==> src/rtl/dtc_stream_driver.sv <==
// dtc_stream_driver: streams feature vectors into a decision-tree classifier (s_* in, dtc_inp/dtc_outp), packs settled 1-bit results LSB-first into words (m_* out); `define DTC_STREAM_POPCNT_EN adds m_ones
module dtc_stream_driver #(
    parameter int FEAT_W = 11,
    parameter int PACK_W = 8,
    parameter int SETTLE = 1,
    localparam int CW = $clog2(PACK_W + 1)
) (
    input  logic              clk,
    input  logic              rst_n,
    input  logic              s_valid,
    output logic              s_ready,
    input  logic [FEAT_W-1:0] s_feat,
    input  logic              s_last,
    output logic [FEAT_W-1:0] dtc_inp,
    input  logic              dtc_outp,
    output logic              m_valid,
    input  logic              m_ready,
    output logic [PACK_W-1:0] m_data,
    output logic [CW-1:0]     m_count,
`ifdef DTC_STREAM_POPCNT_EN
    output logic [CW-1:0]     m_ones,
`endif
    output logic              m_last
);
    typedef enum logic [1:0] {IDLE, EVAL, EMIT} state_t;
    state_t state, nxt;
    logic [CW-1:0] idx;
    logic [3:0] cnt;
    logic last_q, sample, done;
    assign s_ready = state == IDLE;
    assign m_valid = state == EMIT;
    assign sample = state == EVAL && cnt == 4'd1;
    assign done = idx == CW'(PACK_W - 1) || last_q;
    always_ff @(posedge clk or negedge rst_n)
        if (!rst_n) state <= IDLE;
        else state <= nxt;
    always_comb begin
        nxt = state == IDLE ? (s_valid ? EVAL : IDLE) :
              state == EVAL ? (sample ? (done ? EMIT : IDLE) : EVAL) :
              (m_ready ? IDLE : EMIT);
    end
    always_ff @(posedge clk or negedge rst_n) begin
        if (!rst_n) begin
            dtc_inp <= '0;
            last_q  <= 1'b0;
            cnt     <= '0;
            idx     <= '0;
            m_data  <= '0;
            m_count <= '0;
            m_last  <= 1'b0;
`ifdef DTC_STREAM_POPCNT_EN
            m_ones  <= '0;
`endif
        end else if (state == IDLE && s_valid) begin
            dtc_inp <= s_feat;
            last_q  <= s_last;
            cnt     <= 4'(SETTLE);
        end else if (state == EVAL && !sample) begin
            cnt <= cnt - 4'd1;
        end else if (sample) begin
            m_data <= m_data | (PACK_W'(dtc_outp) << idx);
            idx    <= idx + CW'(1);
`ifdef DTC_STREAM_POPCNT_EN
            m_ones <= m_ones + CW'(dtc_outp);
`endif
            if (done) begin
                m_count <= idx + CW'(1);
                m_last  <= last_q;
            end
        end else if (state == EMIT && m_ready) begin
            m_data <= '0;
            m_last <= 1'b0;
            idx    <= '0;
`ifdef DTC_STREAM_POPCNT_EN
            m_ones <= '0;
`endif
        end
    end
endmodule

==> config.mk <==
export PLATFORM = sky130hd
export DESIGN_NAME = dtc_stream_driver
export DESIGN_NICKNAME = d
export VERILOG_FILES = /design/src/rtl/dtc_stream_driver.sv
export SDC_FILE = /design/constraint.sdc
export NUM_CORES = 1
export LEC_CHECK = 0
export CAP_MARGIN = 15
export CORE_ASPECT_RATIO = 0.9
export CORE_MARGIN = 2
export CORE_UTILIZATION = 31
export DETAILED_ROUTE_END_ITERATION = 10
export GPL_TIMING_DRIVEN = 0
export HOLD_SLACK_MARGIN = 0.03
export SYNTH_ARGS = -nofsm -noshare
export SYNTH_HDL_FRONTEND = slang
export SYNTH_SLANG_ARGS = --single-unit
export TNS_END_PERCENT = 30
==> constraint.sdc <==
create_clock -name clk -period 4.32 [get_ports clk]
set_input_delay 0.648 -clock clk [delete_from_list [all_inputs] [get_ports clk]]
set_output_delay 0.648 -clock clk [all_outputs]
set_load 0.05 [all_outputs]
* Word-level counts from Yosys, hierarchy flattened
Cells that the tools add are included.
** Word-level totals
- Word-level logic and storage cells :: 46
- Bits in registers :: 35
- Output and inout port bits :: 26
- Input bits :: 17
** Cells by class
- Shift operators :: 1
- Add/sub/neg operators :: 2
- Bitwise operators :: 3
- Equality and inequality tests :: 5
- Muxes and demuxes :: 15
- Reduce and logical (&&, ||, !) cells :: 12
** Operators by type and width (count)
- two-way mux 4 bit :: 4
- two-way mux 8 bit :: 2
- two-way mux 2 bit :: 5
- bitwise OR 8 bit :: 1
- AND reduction 4 bit :: 2
- left shift 1 x 4 -> 8 bit :: 1
- adder 4 x 1 -> 4 bit (second input constant) :: 1
- equality test 4 x 1 -> 1 bit (second input constant) :: 1
- equality test 4 x 3 -> 1 bit (second input constant) :: 1
- logical AND 1 bit :: 4
- two-way mux 1 bit :: 4
- nonzero test 2 bit :: 2
- subtractor 4 x 1 -> 4 bit (second input constant) :: 1
- AND reduction 3 bit :: 1
- equality test 2 x 1 -> 1 bit (second input constant) :: 1
- equality test 2 bit (second input constant) :: 1
- zero test 2 bit :: 1
- inequality test 2 x 1 -> 1 bit (second input constant) :: 1
- NOT 1 bit :: 2
- zero test 1 bit :: 1
- logical OR 1 bit :: 1

* Logic depth before layout (Yosys ltp)
Gate-level depths: netlist (run 1).
- Depth in word-level cells :: 6
- Gate-level depth with buffers :: 6
- Gate-level depth less buffers :: 5

* Worst setup path before layout (run 1)
Ideal clock, no wire load.
- Path kind :: reg-to-output
- From :: register state[1]
- To :: output port m_valid
- Arrival :: 1.156 ns
- Buffers on the path :: 0
- Cell stages (with the launch flop) :: 2
- Setup slack :: 2.516 ns
- Required time :: 3.672 ns
- Cell sequence :: dfrtp_1 > nor2b_1
** On the way
- Cells in the longest elaborated chain, start to end :: 1
** Ends and longest elaborated chain
- from (decl) :: RTL line 26 : state_t state, nxt;
- from (signal assigned) :: RTL line 36 : else state <= nxt;
- equality test 2 bit :: RTL line 31 : assign m_valid = state == EMIT;
- to (decl) :: RTL line 16 : output logic m_valid,
Every way passes these cells.

* Final worst setup path (run 1)
Same ends and word-level chain as after synthesis.

==> impl_metrics.py, run 1 <==
metrics = {
    "synth": {
        "syn_nets": 154,
        "synth.most_common_cell": "dfrtp_1",
        "netlist_instances": 134,
        "synth_top_area_cell": "dfrtp_1",
        "syn_area_per_cell_sq_um": 11.8,
        "syn_area_sq_um": 1580,
        "synth_area_leaders": "dfrtp_1 55%, mux2_2 11%, o211ai_1 2.9%",
        "ys_seq_area_frac": 0.554,
        "synth_commonest_cells": "35 x dfrtp_1, 15 x mux2_2, 9 x nor2_1, 7 x nand3_1, 6 x o211ai_1",
        "ys.flop_type": "dfrtp_1",
        "yosys_warnings": 0,
        "async_reset_ff_frac": 1.00,
        "yosysUniqueCellTypes": 34,
        "ys_ff_latch": 35,
        "yosysTopAreaCellShare": 0.554,
        "synth-edff-count": 0,
    },
    "setup_path": {
        "startpoint": "state[1]",
        "critPathCaptureType": "output port",
        "startpoint_type": "register",
        "r2r-start": "cnt[1]",
        "cp_max_fo": 8,
        "reg2reg_depth": 5,
        "critical_path_required_ns": 3.67,
        "rrSetupSlack_ns": 2.41,
        "critPathKind": "register to output port",
        "worst_r2r_endpoint": "m_count[3]",
        "arrival_ns": 1.81,
    },
    "placed_design": {
        "portBuffers": 42,
        "hpwlAfterDp_um": 2540,
        "dp_slack_ns": 2.05,
        "finalWeightedCongestion": 0.777,
    },
    "cts": {
        "holdBufCountCts": 0,
        "cts_root_buf": "clkbuf_8",
        "cts_tree": "built",
        "cts_resized": 0,
        "h-tree-depth": 2,
        "numClockSinks": 35,
        "worstSkewPairLatency_ns": 0.28,
        "path_clk_slew_ns": 0.06,
        "numCtsBuffers": 5,
        "cts.path.max_buffers": 2,
        "cts_setup_buffers": 0,
    },
    "timing": {
        "setup_ws_ns": 1.86,
        "worst_pin_slew_ns": 0.781,
        "max_freq_mhz": 407,
        "finalClockSkew_ns": 0.00330,
        "min_period_ns": 2.46,
        "max_slew_margin": 0.479,
        "setup_violations": 0,
        "rsz0062_at_grt": "false",
        "tns_ns": 0,
        "final-hold-violation-count": 0,
        "whs_ns": 0.444,
        "slew_violations": 0,
        "period_share": 0.568,
    },
    "routing": {
        "drtAntennaViolNets": 0,
        "via_count": 1222,
        "routedWlPerCell_um": 14.0,
        "vias_per_cell": 4.95,
        "drt_iter0_markers": 70,
        "drt_pass1_iterations": 4,
        "wirelength_um": 3470,
        "drc": 0,
    },
    "finish": {
        "final_util": 0.442,
        "area_delta_synth_final_pct": 36.0,
        "multiInputGateArea_sq_um": 648,
        "n_antenna_cell": 0,
        "final_nets": 203,
        "n_fill_cell": 471,
        "drive_gt1_frac": 0.154,
        "seq_area_sq_um": 876,
    },
    "floorplanning": {
        "coreArea_sq_um": 4860,
        "start_util": 0.325,
        "die_area_sq_um": 5690,
        "rows": 24,
        "ios": 43,
        "die_w_um": 79.3,
        "die_h_um": 71.7,
    },
    "global_route": {
        "grt_usage": 0.138,
        "antenna_found_initial": 0,
        "grt_max_degree": 36,
        "grt.overflow.total": 0,
        "grt_pass1_vias": 1276,
        "grt_pass1_wl_um": 6010,
    },
    "run": {
        "cap_violations": 0,
    },
    "hold_path": {
        "hp-class": "input port to asynchronous set/reset pin",
    },
    "status": {
        "status": "finished, final reports clean",
    },
}
cell families after synthesis:
kind of cell    Yosys count  share of synthesized area
xor+xnor                  1                    0.00554
flops                    35                      0.554
mux                      18                      0.126
buf+inv                  12                     0.0356
simple gates             44                      0.162
compound gates           21                     0.0926
fa+ha+maj                 3                     0.0238
critical path, stage by stage, from the launching register on:
cell and delay [ns]:
dfrtp_1 0.47, nor2b_1 0.22, clkdlybuf4s50_1 0.83
cell usage in the layout (no fill, tap or decap), drive strengths merged, types with 2 or more instances in the layout:
| cell | Yosys | layout |
|---|---|---|
| nor3 | 2 | 2 |
| mux2 | 15 | 15 |
| ha | 3 | 3 |
| clkdlybuf4s50 | 0 | 41 |
| o21ai | 4 | 4 |
| dfrtp | 35 | 35 |
| mux2i | 3 | 3 |
| nand2 | 4 | 4 |
| or3b | 2 | 2 |
| nor2 | 9 | 9 |
| inv | 4 | 4 |
| a31oi | 4 | 4 |
| nand3 | 7 | 7 |
| o211ai | 6 | 6 |
| and2 | 2 | 2 |
| nor2b | 5 | 5 |
| nor3b | 3 | 3 |
| buf | 4 | 5 |
| a41oi | 4 | 4 |
| clkbuf | 4 | 10 |
| and3b | 2 | 2 |
worst max-delay path by stage:
| stage | end | slack [ns] | cells past startpoint |
|---|---|---|---|
| floorplan | m_valid | 2.52 | 1 |
| global placement | dtc_inp[0] | 1.88 | 1 |
| detailed placement | dtc_inp[5] | 2.05 | 5 |
| CTS | m_valid | 1.84 | 2 |
| global route | m_valid | 1.76 | 2 |
| finish | m_valid | 1.86 | 2 |
final cells by class:
| class | count | share of cell area |
|---|---|---|
| flip-flops and latches | 35 | 0.407 |
| multi-input cells | 87 | 0.302 |
| repair buffers | 42 | 0.193 |
| well taps | 65 | 0.0378 |
| clock buffers | 6 | 0.0338 |
| plain buffers | 8 | 0.0192 |
| inverters | 4 | 0.00698 |
layer usage:
metal  wire [um]  up-vias  global-route usage
met5           0        -                   0
met4          46        0              0.0517
met3         251        7              0.0466
met2        1700       46               0.239
met1        1470      592               0.158
li1            -      577                   -
stage by stage:
stage / cells / cell area, sq um
4_1_cts: 247 / 2150
3_5_place_dp: 241 / 2080
6_report: 247 / 2150
3_3_place_gp: 241 / 2080
5_1_grt: 247 / 2150
2_1_floorplan: 134 / 1580
sequential cells by signal, indices dropped and copies added, names as in the netlist:
register,cells
m_data,8
state,2
m_count,4
dtc_inp,11
idx,4
m_last,1
cnt,4
last_q,1
Power of run 1 is left out: the tool's default activity adds up to more than one toggle a clock period on the data nets, which glitch-free logic cannot reach.
==> run 2: changes to the inputs <==
- clock period: 4.32 -> 2.4 ns (I/O delays scaled with it)
==> results of run 2 <==
The final DEF is identical to that of run 1. Status: finished, final reports clean.
Among the figures that moved: setup slack after placement 2.05 ns -> 0.418 ns; setup slack after layout 1.86 ns -> 0.232 ns; hold slack 0.444 ns -> 0.156 ns; register-to-register setup slack 2.41 ns -> 0.49 ns
Power of run 2 is left out for the same reason.
